--- src/rtl/mac_acc_reader.sv ---
// Read side of the MAC accumulator: counts loads, captures every ACC_LEN-th value, queues results.
// Optional build macro SAT_OUT_EN: saturate results to OUT_W bits instead of truncating.
module mac_acc_reader #(
  parameter int ACC_W      = 12,
  parameter int OUT_W      = 8,
  parameter int ACC_LEN    = 4,
  parameter int FIFO_DEPTH = 2
) (
  input  logic             clk,
  input  logic             rst,
  input  logic             ld_acc,
  input  logic [ACC_W-1:0] tacc_in,
  output logic             acc_clr,
  output logic             out_valid,
  input  logic             out_ready,
  output logic [OUT_W-1:0] out_data,
  output logic             ovf
);

  localparam int CNT_W = (ACC_LEN > 1) ? $clog2(ACC_LEN) : 1;
  localparam int FC_W  = $clog2(FIFO_DEPTH) + 1;
  localparam logic [CNT_W-1:0] CNT_LAST = CNT_W'(ACC_LEN - 1);
  localparam logic [FC_W-1:0]  FC_FULL  = FC_W'(FIFO_DEPTH);

  typedef enum logic {ST_COUNT, ST_CAPTURE} state_t;

  state_t           state_reg;
  logic [CNT_W-1:0] cnt_reg;
  logic             acc_clr_reg;
  logic             wrap;
  logic             capture;

  assign wrap    = ld_acc && (cnt_reg == CNT_LAST);
  assign capture = (state_reg == ST_CAPTURE);
  assign acc_clr = acc_clr_reg;

  // A load arriving during CAPTURE is simply counted toward the next window.
  always_ff @(posedge clk or posedge rst) begin
    if (rst) begin
      state_reg   <= ST_COUNT;
      cnt_reg     <= '0;
      acc_clr_reg <= 1'b0;
    end else begin
      if (ld_acc) cnt_reg <= wrap ? '0 : cnt_reg + CNT_W'(1);
      state_reg   <= wrap ? ST_CAPTURE : ST_COUNT;
      acc_clr_reg <= wrap;
    end
  end

  logic [OUT_W-1:0] conv_val;

`ifdef SAT_OUT_EN
  if (ACC_W > OUT_W) begin : g_sat
    assign conv_val = (|tacc_in[ACC_W-1:OUT_W]) ? {OUT_W{1'b1}} : tacc_in[OUT_W-1:0];
  end else begin : g_wide
    assign conv_val = OUT_W'(tacc_in);
  end
`else
  if (ACC_W > OUT_W) begin : g_trunc
    logic unused_hi;
    assign conv_val  = tacc_in[OUT_W-1:0];
    assign unused_hi = ^tacc_in[ACC_W-1:OUT_W];
  end else begin : g_wide
    assign conv_val = OUT_W'(tacc_in);
  end
`endif

  // Shift-register FIFO: entry 0 is the head and drives out_data directly.
  logic [OUT_W-1:0] mem_reg   [FIFO_DEPTH];
  logic [OUT_W-1:0] shift_val [FIFO_DEPTH];
  logic             shift_ok  [FIFO_DEPTH];
  logic [FC_W-1:0]  fifo_cnt_reg;
  logic             ovf_reg;
  logic             full;
  logic             pop;
  logic             push;
  logic             drop;
  logic [FC_W-1:0]  wpos;

  assign full      = (fifo_cnt_reg == FC_FULL);
  assign out_valid = (fifo_cnt_reg != '0);
  assign pop       = out_valid && out_ready;
  assign push      = capture && (!full || pop);
  assign drop      = capture && full && !pop;
  assign wpos      = pop ? fifo_cnt_reg - FC_W'(1) : fifo_cnt_reg;
  assign out_data  = mem_reg[0];
  assign ovf       = ovf_reg;

  genvar gi;
  generate
    for (gi = 0; gi < FIFO_DEPTH; gi++) begin : g_ent
      if (gi < FIFO_DEPTH - 1) begin : g_shift
        assign shift_val[gi] = mem_reg[gi+1];
        assign shift_ok[gi]  = (FC_W'(gi + 1) < fifo_cnt_reg);
      end else begin : g_tail
        assign shift_val[gi] = '0;
        assign shift_ok[gi]  = 1'b0;
      end

      // Entries past the valid count are left alone so the head holds when the FIFO empties.
      always_ff @(posedge clk or posedge rst) begin
        if (rst) begin
          mem_reg[gi] <= '0;
        end else if (push && (wpos == FC_W'(gi))) begin
          mem_reg[gi] <= conv_val;
        end else if (pop && shift_ok[gi]) begin
          mem_reg[gi] <= shift_val[gi];
        end
      end
    end
  endgenerate

  always_ff @(posedge clk or posedge rst) begin
    if (rst) begin
      fifo_cnt_reg <= '0;
      ovf_reg      <= 1'b0;
    end else begin
      fifo_cnt_reg <= fifo_cnt_reg + FC_W'(push) - FC_W'(pop);
      if (drop) ovf_reg <= 1'b1;
    end
  end

endmodule
--- config.mk ---
export PLATFORM = sky130hd
export DESIGN_NAME = mac_acc_reader
export DESIGN_NICKNAME = d
export VERILOG_FILES = /design/src/rtl/mac_acc_reader.sv
export SDC_FILE = /design/constraint.sdc
export NUM_CORES = 1
export LEC_CHECK = 0
export ABC_AREA = 1
export CAP_MARGIN = 20
export CORE_AREA = 3 3 53 55
export DETAILED_ROUTE_END_ITERATION = 6
export DIE_AREA = 0 0 56 58
export GPL_ROUTABILITY_DRIVEN = 0
export PLACE_DENSITY_LB_ADDON = 0.1
export SKIP_CTS_REPAIR_TIMING = 1
export SLEW_MARGIN = 5
export SYNTH_ARGS = -nofsm -noshare
export SYNTH_HDL_FRONTEND = slang
export SYNTH_SLANG_ARGS = --single-unit
--- constraint.sdc ---
create_clock -name clk -period 5.15 [get_ports clk]
set_clock_uncertainty 0.2 [all_clocks]
set_input_delay 0.7725 -clock clk [delete_from_list [all_inputs] [get_ports clk]]
set_output_delay 0.7725 -clock clk [all_outputs]
set_load 0.005 [all_outputs]
# --- Yosys cells after proc, flatten, opt, wreduce, memory -nomap -nowiden ---
# Index checks and enable logic that the tools add are counted.
totals:
  ff_bits: 23
  input_bits: 16
  output_inout_bits: 11
  elab_cells: 34
op_classes:
  n_addsub: 4
  n_lt_le_gt_ge: 1
  n_eq_ne: 3
  mux: 5
  reduce_logical: 14
ops:
  columns: ["operator", "count"]
  rows:
  - ["8-bit 2-to-1 mux", 2]
  - ["1-bit logical AND", 8]
  - ["2-bit equality test (second input constant)", 2]
  - ["2-bit 2-to-1 mux", 2]
  - ["2-bit nonzero test", 2]
  - ["2-bit by 1-bit adder with 2-bit output", 1]
  - ["2-bit by 1-bit adder with 2-bit output (second input constant)", 1]
  - ["2-bit by 1-bit equality test with 1-bit output (second input constant)", 1]
  - ["1-bit logical NOT", 2]
  - ["2-bit logical NOT", 1]
  - ["1-bit by 2-bit less-than comparator with 1-bit output (first input constant)", 1]
  - ["2-bit by 1-bit subtractor with 2-bit output", 1]
  - ["2-bit by 1-bit subtractor with 2-bit output (second input constant)", 1]
  - ["1-bit logical OR", 1]
  - ["1-bit 2-to-1 mux", 1]

# --- Longest topological paths before layout ---
# Gate-level depths: netlist of the first run.
logic_depth:
  depth_word: 6
  depth_mapped: 12
  mapped_depth_nobuf: 11

# --- Least setup slack after synthesis of the first run ---
# No wires, ideal clock.
synth_timing:
  path_kind: "register -> register"
  from: "register fifo_cnt_reg[0]"
  to: "register fifo_cnt_reg[1]"
  setup_ps: 129
  t_arrival_ps: 1999
  required_time_ps: 4821
  path_slack_ps: 2822
  path_stages_with_launch: 13
  synth_period_minus_slack_ps: 2328
  cell_sequence: "dfrtp_1 -> inv_1 -> ha_1 -> inv_2 -> nand2_4 -> a21boi_4 -> buf_4 -> inv_1 -> ha_1 -> inv_1 -> ha_1 -> xnor2_1 -> xor2_1"
synth_via:
  elab_chain_len: 6
  word_cells_on_any_way: 8
synth_rtl:
  columns: ["item", "line_no", "rtl"]
  rows:
  - ["start: declaration", "72", "logic [FC_W-1:0] fifo_cnt_reg;"]
  - ["start signal: assignment", "118", "fifo_cnt_reg <= fifo_cnt_reg + FC_W'(push) - FC_W'(pop);"]
  - ["2-bit nonzero test (*)", "81", "assign out_valid = (fifo_cnt_reg != '0);"]
  - ["via out_valid", "14", "output logic out_valid,"]
  - ["1-bit logical AND (*)", "82", "assign pop = out_valid && out_ready;"]
  - ["1-bit logical OR", "83", "assign push = capture && (!full || pop);"]
  - ["1-bit logical AND", "83", null]
  - ["2-bit by 1-bit adder with 2-bit output", "118", null]
  - ["2-bit by 1-bit subtractor with 2-bit output (*)", "118", null]
# The timed path passes the listed nets; every way through them passes the cells marked *.
# A chain may end at the register's enable or synchronous reset.

# --- Worst setup path in the final report of the first run ---
layout_timing:
  from: "input port out_ready"
  to: "register fifo_cnt_reg[1]"
layout_via:
  elab_chain_len: 5
layout_rtl:
  columns: ["item", "line_no", "rtl"]
  rows:
  - ["start: declaration", "15", "input logic out_ready,"]
  - ["1-bit logical AND (*)", "82", null]
  - ["1-bit logical OR", "83", null]
  - ["1-bit logical AND", "83", null]
  - ["2-bit by 1-bit adder with 2-bit output", "118", null]
  - ["2-bit by 1-bit subtractor with 2-bit output (*)", "118", null]
# Mark *: on every way between the ends. The rest lies on a longest branch, timed or not.

==> results of run 1 <==
[logic make-up (layout without fill, tap and decap cells)]
kind of cell,after synthesis,in the layout
AND/OR/NAND/NOR,85,85
buffers and inverters,28,43
flip-flops,22,22
adder cells (fa/ha/maj),6,6
AO/OA/AOI/OAI,4,4
XOR/XNOR,2,2
multiplexers,1,1
[placed cells by master, fill, tap and decap left out]
cell             count
ha_1                 6
inv_2                2
a21oi_1              1
clkdlybuf4s50_1     22
mux2_2               1
nand4_1              8
clkbuf_4             3
bufinv_16            1
nand2_1             58
nor2_4               1
nand3_4              1
inv_1               15
nand2_2              3
dfrtp_1             22
nand3_1              9
nand4_4              1
nand2_4              2
a31o_2               1
nor3_4               1
a21boi_4             1
nand3_2              1
xnor2_1              1
o21ai_0              1
xor2_1               1
[layer usage]
layer / GRT usage, % / up-vias / share of wire, %
li1: - / 496 / -
met1: 22.9 / 449 / 47
met2: 24.0 / 25 / 45
met3: 2.23 / 6 / 5.6
met4: 8.14 / 0 / 1.9
met5: 0 / - / 0
[cell type report]
type / count / area, um^2
fill: 236 / 936
multi-input combinational: 98 / 572
tap: 30 / 37.5
inverter: 17 / 63.8
sequential: 22 / 551
clock buffer: 3 / 22.5
timing repair buffer: 22 / 220
clock inverter: 1 / 30.0
[cells in the mapped netlist]
library cell,count,area [um^2]
xnor2_1,1,8.76
a21oi_1,1,5.00
a31o_2,1,8.76
o21ai_0,1,5.00
nand3_1,9,45.0
nor2_4,1,11.3
a21boi_4,1,18.8
nor3_4,1,16.3
dfrtp_1,22,551
nand4_1,8,50.1
xor2_1,1,8.76
nand2_1,58,218
nand3_4,1,17.5
inv_1,15,56.3
nand2_2,3,18.8
mux2_2,1,11.3
nand3_2,1,10.0
nand4_4,1,21.3
nand2_4,2,22.5
buf_4,11,82.6
inv_2,2,7.51
ha_1,6,75.1
[metrics by stage]
step	setup slack [ns]	cell area [um^2]	power (W)
final	2.41	1500	0.000811
after global routing	2.26	1500	0.000882
after CTS	2.41	1500	0.000818
after detailed placement	2.08	1440	0.000681
after global placement	2.14	1440	0.000663
after floorplan	2.82	1270	0.000590
[power by group through the flow]
stage               combinational [W]  sequential (W)  clock (W)
floorplan                    0.000300        0.000290          0
global placement             0.000366        0.000297          0
detailed placement           0.000380        0.000301          0
CTS                          0.000383        0.000297   0.000138
global route                 0.000428        0.000306   0.000147
finish                       0.000379        0.000296   0.000135
[path summary, 6_finish.rpt]
path                                    to  slack, ns  depth (start not counted)
hold reg to reg                 cnt_reg[0]       0.28                          1
setup / recovery           fifo_cnt_reg[1]       2.41                          9
max in group asynchronous  fifo_cnt_reg[1]       3.51                          2
hold / removal                  cnt_reg[0]       0.28                          1
min in group asynchronous       mem_reg[0]       0.71                          2
setup reg to reg           fifo_cnt_reg[1]       2.60                         11
==> flow_summary_export.csv, run 1 <==
group,metric,value,unit
outcome,status,"finished clean",
pwr,vdd_drop_max,0.000387,V
timing,hold_viol,0,
route,wl_per_cell,12.2,um
synthesis,synth-compound-area-share,2.96,%
worst_setup_path,cp.required,5.19,ns
worst_setup_path,crit_buf_inv,3,
floorplan,rows,18,
min_path,min_from,"cnt_reg[0]",
grt,grtUsageTotal,16.1,%
synthesis,ys_ff_latch,22,
timing,fmax,0.365,GHz
timing,worst_pin_slew,0.853,ns
worst_setup_path,cp_top_family,"buffers and inverters",
worst_setup_path,crit_fanout,12,
timing,relSlewSlack,43.1,%
timing,fin_crit_sh,53.1,%
clock_network,cts.path.max_buffers,2,
worst_setup_path,worst_setup_path_start_kind,"input port",
place,dp_hpwl,1.69,mm
timing,final.setup.tns,0,ns
floorplan,initial_core_util,52.2,%
pwr,swShare,39.2,%
route,finalWirelength,2.35,mm
worst_setup_path,worst_r2r_startpoint,"fifo_cnt_reg[0]",
pwr,powerDensity,542,nW/um^2
synthesis,ys_warn_count,0,
grt,overflow,0,
route,drtIter0Drc,30,
grt,grt_pass1_vias,866,
worst_setup_path,cpMaxStageDelayCell,"clkdlybuf4s50_1",
worst_setup_path,crit_start,"out_ready",
place,dp.cells,189,
synthesis,synth.distinct_cells,22,
final_layout,fin_cells,193,
synthesis,synthCells,148,
route,drc,0,
timing,drv_slew,0,
worst_setup_path,arrival,2.78,ns
final_layout,num_antenna_cells,0,
grt,grt_max_degree,23,
synthesis,synth_top_family_by_area,"simple AND/OR/NAND/NOR gates",
synthesis,syn_avg_cell_area,8.57,um^2
floorplan,die_area,3250,um^2
pwr,seqPwrFrac,36.5,%
floorplan,core_area,2430,um^2
min_path,hold_class,"flop to flop",
final_layout,syn2layout_area_growth,17.9,%
route,vias,976,
clock_network,tritoncts,"done",
floorplan,die_w,56,um
pwr,comb_power_share,46.8,%
worst_setup_path,cp_cell_sequence,"clkdlybuf4s50_1 -> nand2_4 -> a21boi_4 -> inv_1 -> ha_1 -> inv_1 -> ha_1 -> xnor2_1 -> xor2_1",
worst_setup_path,crit_path_end_kind,"flop",
grt,grt_first_pass_wirelength,4.03,mm
worst_setup_path,slowest_delay,0.57,ns
floorplan,io_pins,27,
synthesis,synth_fp_nets,170,
worst_setup_path,critPathKind,"input port to flop",
synthesis,synth_area,1270,um^2
final_layout,final_nets,186,
floorplan,die_y,58,um
grt,antenna_found_initial,0,
clock_network,insertion_delay,0.31,ns
route,first_pass_iters,4,
synthesis,synth_mux_area_share,0.888,%
timing,rsz0062_at_grt,"false",
final_layout,drive_gt1_share,11.7,%
timing,hold_slack,0.282,ns
clock_network,cts_num_sinks,22,
place,io_buffers,22,
pwr,p_switching,0.000318,W
timing,finalSetupViolCount,0,
final_layout,post-route-util,61.5,%
synthesis,yosys.area_share.simple,33.9,%
clock_network,clk_pin_slew_worst_paths,0.12,ns
synthesis,synthAdderAreaFrac,5.92,%
synthesis,synth_xor_xnor_area_share,1.38,%
clock_network,cts.htree.levels,1,
clock_network,cts-root-buf,"clkbuf_4",
job,cap_viol_max_count,0,
pwr,clockPowerShare,16.7,%
timing,min_period,2.74,ns
pwr,leakage,0.779,nW
clock_network,cts_buffers,3,
synthesis,yosysSeqAreaShare,43.4,%
pwr,p_int,0.000493,W
route,antenna_left,0,
route,vias_per_cell,5.06,
(Power assumes the default switching activity.)
==> run 2: changes to the inputs <==
--- a/config.mk
+++ b/config.mk
@@ -7,9 +7,9 @@
 export LEC_CHECK = 0
 export ABC_AREA = 1
 export CAP_MARGIN = 20
-export CORE_AREA = 3 3 53 55
+export CORE_AREA = 3 3 55 57
 export DETAILED_ROUTE_END_ITERATION = 6
-export DIE_AREA = 0 0 56 58
+export DIE_AREA = 0 0 58 60
 export GPL_ROUTABILITY_DRIVEN = 0
 export PLACE_DENSITY_LB_ADDON = 0.1
 export SKIP_CTS_REPAIR_TIMING = 1
==> constraint.sdc (replaced) <==
create_clock -name clk -period 2.65 [get_ports clk]
set_clock_uncertainty 0.2 [all_clocks]
set_input_delay 0.3975 -clock clk [delete_from_list [all_inputs] [get_ports clk]]
set_output_delay 0.3975 -clock clk [all_outputs]
set_load 0.005 [all_outputs]
==> run 2 against run 1 <==
Combinational power grew 95%. Cell area is essentially flat. Sequential power grew 95%. First-iteration DRC count shrank 37%. Non-clock buffer count grew 2. Core utilization shrank 2.2 points. Via count shrank 4.1%. Worst setup slack lost 2.0 ns. Worst hold slack lost 0.060 ns. Critical path type is now flop to output port. Largest cell class unchanged.
==> flow_summary_export.csv, run 2 (synthesis gave the netlist of run 1 again) <==
group,metric,value,unit
outcome,status,"finished clean",
timing,hold_viol,0,
min_path,hold_class,"input port to async pin",
timing,final.setup.tns,0,ns
timing,drv_slew,0,
grt,antenna_found_initial,0,
timing,min_period,2.26,ns
clock_network,cts-root-buf,"clkbuf_4",
final_layout,num_antenna_cells,0,
pwr,power,0.00150,W
floorplan,core_area,2520,um^2
floorplan,die_area,3480,um^2
place,io_buffers,22,
timing,worst_pin_slew,0.386,ns
final_layout,final_cell_mix,"nand2_1, dfrtp_1, clkdlybuf4s50_1",
floorplan,die_y,60,um
final_layout,fin_cells,195,
route,drc,0,
grt,grtUsageTotal,15.0,%
final_layout,layout_commonest_cell,"nand2_1",
final_layout,final_nets,188,
worst_setup_path,crit_fanout,4,
worst_setup_path,crit_path_end_kind,"output port",
clock_network,cts_buffers,3,
worst_setup_path,critPathKind,"flop to output port",
floorplan,die_w,58,um
grt,grt_first_pass_wirelength,4.07,mm
worst_setup_path,cp.required,2.05,ns
clock_network,tritoncts,"done",
route,finalWirelength,2.33,mm
clock_network,cts.htree.levels,1,
place,placed_cell_area,1460,um^2
final_layout,syn2layout_area_growth,17.8,%
clock_network,cts.path.max_buffers,2,
timing,fmax,0.442,GHz
timing,rsz0062_at_grt,"false",
final_layout,drive_gt1_share,12.7,%
timing,finalSetupViolCount,0,
timing,fin_crit_sh,85.4,%
grt,overflow,0,
clock_network,insertion_delay,0.30,ns
clock_network,clk_pin_slew_worst_paths,0.12,ns
final_layout,design_area,1500,um^2
pwr,powerDensity,1000,nW/um^2
pwr,vdd_drop_max,0.000632,V
place,dp.cells,191,
final_layout,post-route-util,59.3,%
clock_network,cts_num_sinks,22,
floorplan,io_pins,27,
route,drtIter0Drc,19,
route,vias_per_cell,4.80,
place,dp_hpwl,1.75,mm
floorplan,initial_core_util,50.3,%
route,wl_per_cell,11.9,um
job,cap_viol_max_count,0,
worst_setup_path,worst_setup_path_start_kind,"flop",
grt,grt_pass1_vias,915,
worst_setup_path,arrival,1.67,ns
route,first_pass_iters,4,
pwr,leakage,0.782,nW
timing,relSlewSlack,74.2,%
grt,grt_max_degree,23,
floorplan,rows,18,
route,antenna_left,0,
route,vias,936,
==> run 2: cell types whose count changed in the layout (fill, tap and decap cells not counted) <==
cell       previous run  this run
buf_4                 0         2
bufinv_16             1         0
clkbuf_8              0         1
==> run 2: per-layer routing <==
metal / vias up / track usage (%) / part of all wire (%)
li1: 493 / - / -
met1: 421 / 19.9 / 49
met2: 20 / 25.2 / 45
met3: 2 / 2.16 / 4.8
met4: 0 / 4.97 / 0.90
met5: - / 0 / 0
==> run 2: worst paths after layout <==
check | endpoint | slack, ns | cells after the start | from
max in group asynchronous | out_data[5] | 1.80 | 3 | rst
max | out_valid | 0.39 | 4 | fifo_cnt_reg[0]
min in group clk | cnt_reg[0] | 0.28 | 1 | cnt_reg[0]
max reg2reg | fifo_cnt_reg[1] | 0.40 | 11 | fifo_cnt_reg[0]
min | cnt_reg[1] | 0.22 | 3 | rst
min reg2reg | cnt_reg[0] | 0.28 | 1 | cnt_reg[0]
==> run 2: area by class of cell <==
class	count	area, um^2
multi-input cells	98	572
well taps	30	37.5
repair buffers	24	235
inverters	17	63.8
clock buffers	4	36.3
flip-flops and latches	22	551
fillers	235	1030
==> run 2: where the power goes <==
| group | internal, W | switching (W) |
|---|---|---|
| combinational | 0.000322 | 0.000416 |
| sequential | 0.000489 | 0.0000890 |
| clock | 0.0000837 | 0.0000998 |
==> run 2: through the flow <==
step	hold WS [ns]	worst slack, ns
global placement	0.252	0.325
detailed placement	0.261	0.249
floorplan	0.187	0.322
global route	0.237	0.263
CTS	0.232	0.366
finish	0.221	0.386
==> run 2: critical path: stages, from the launching register on <==
cell	delay, ns
dfrtp_1	0.44
inv_1	0.11
ha_1	0.21
inv_2	0.10
clkdlybuf4s50_1	0.51
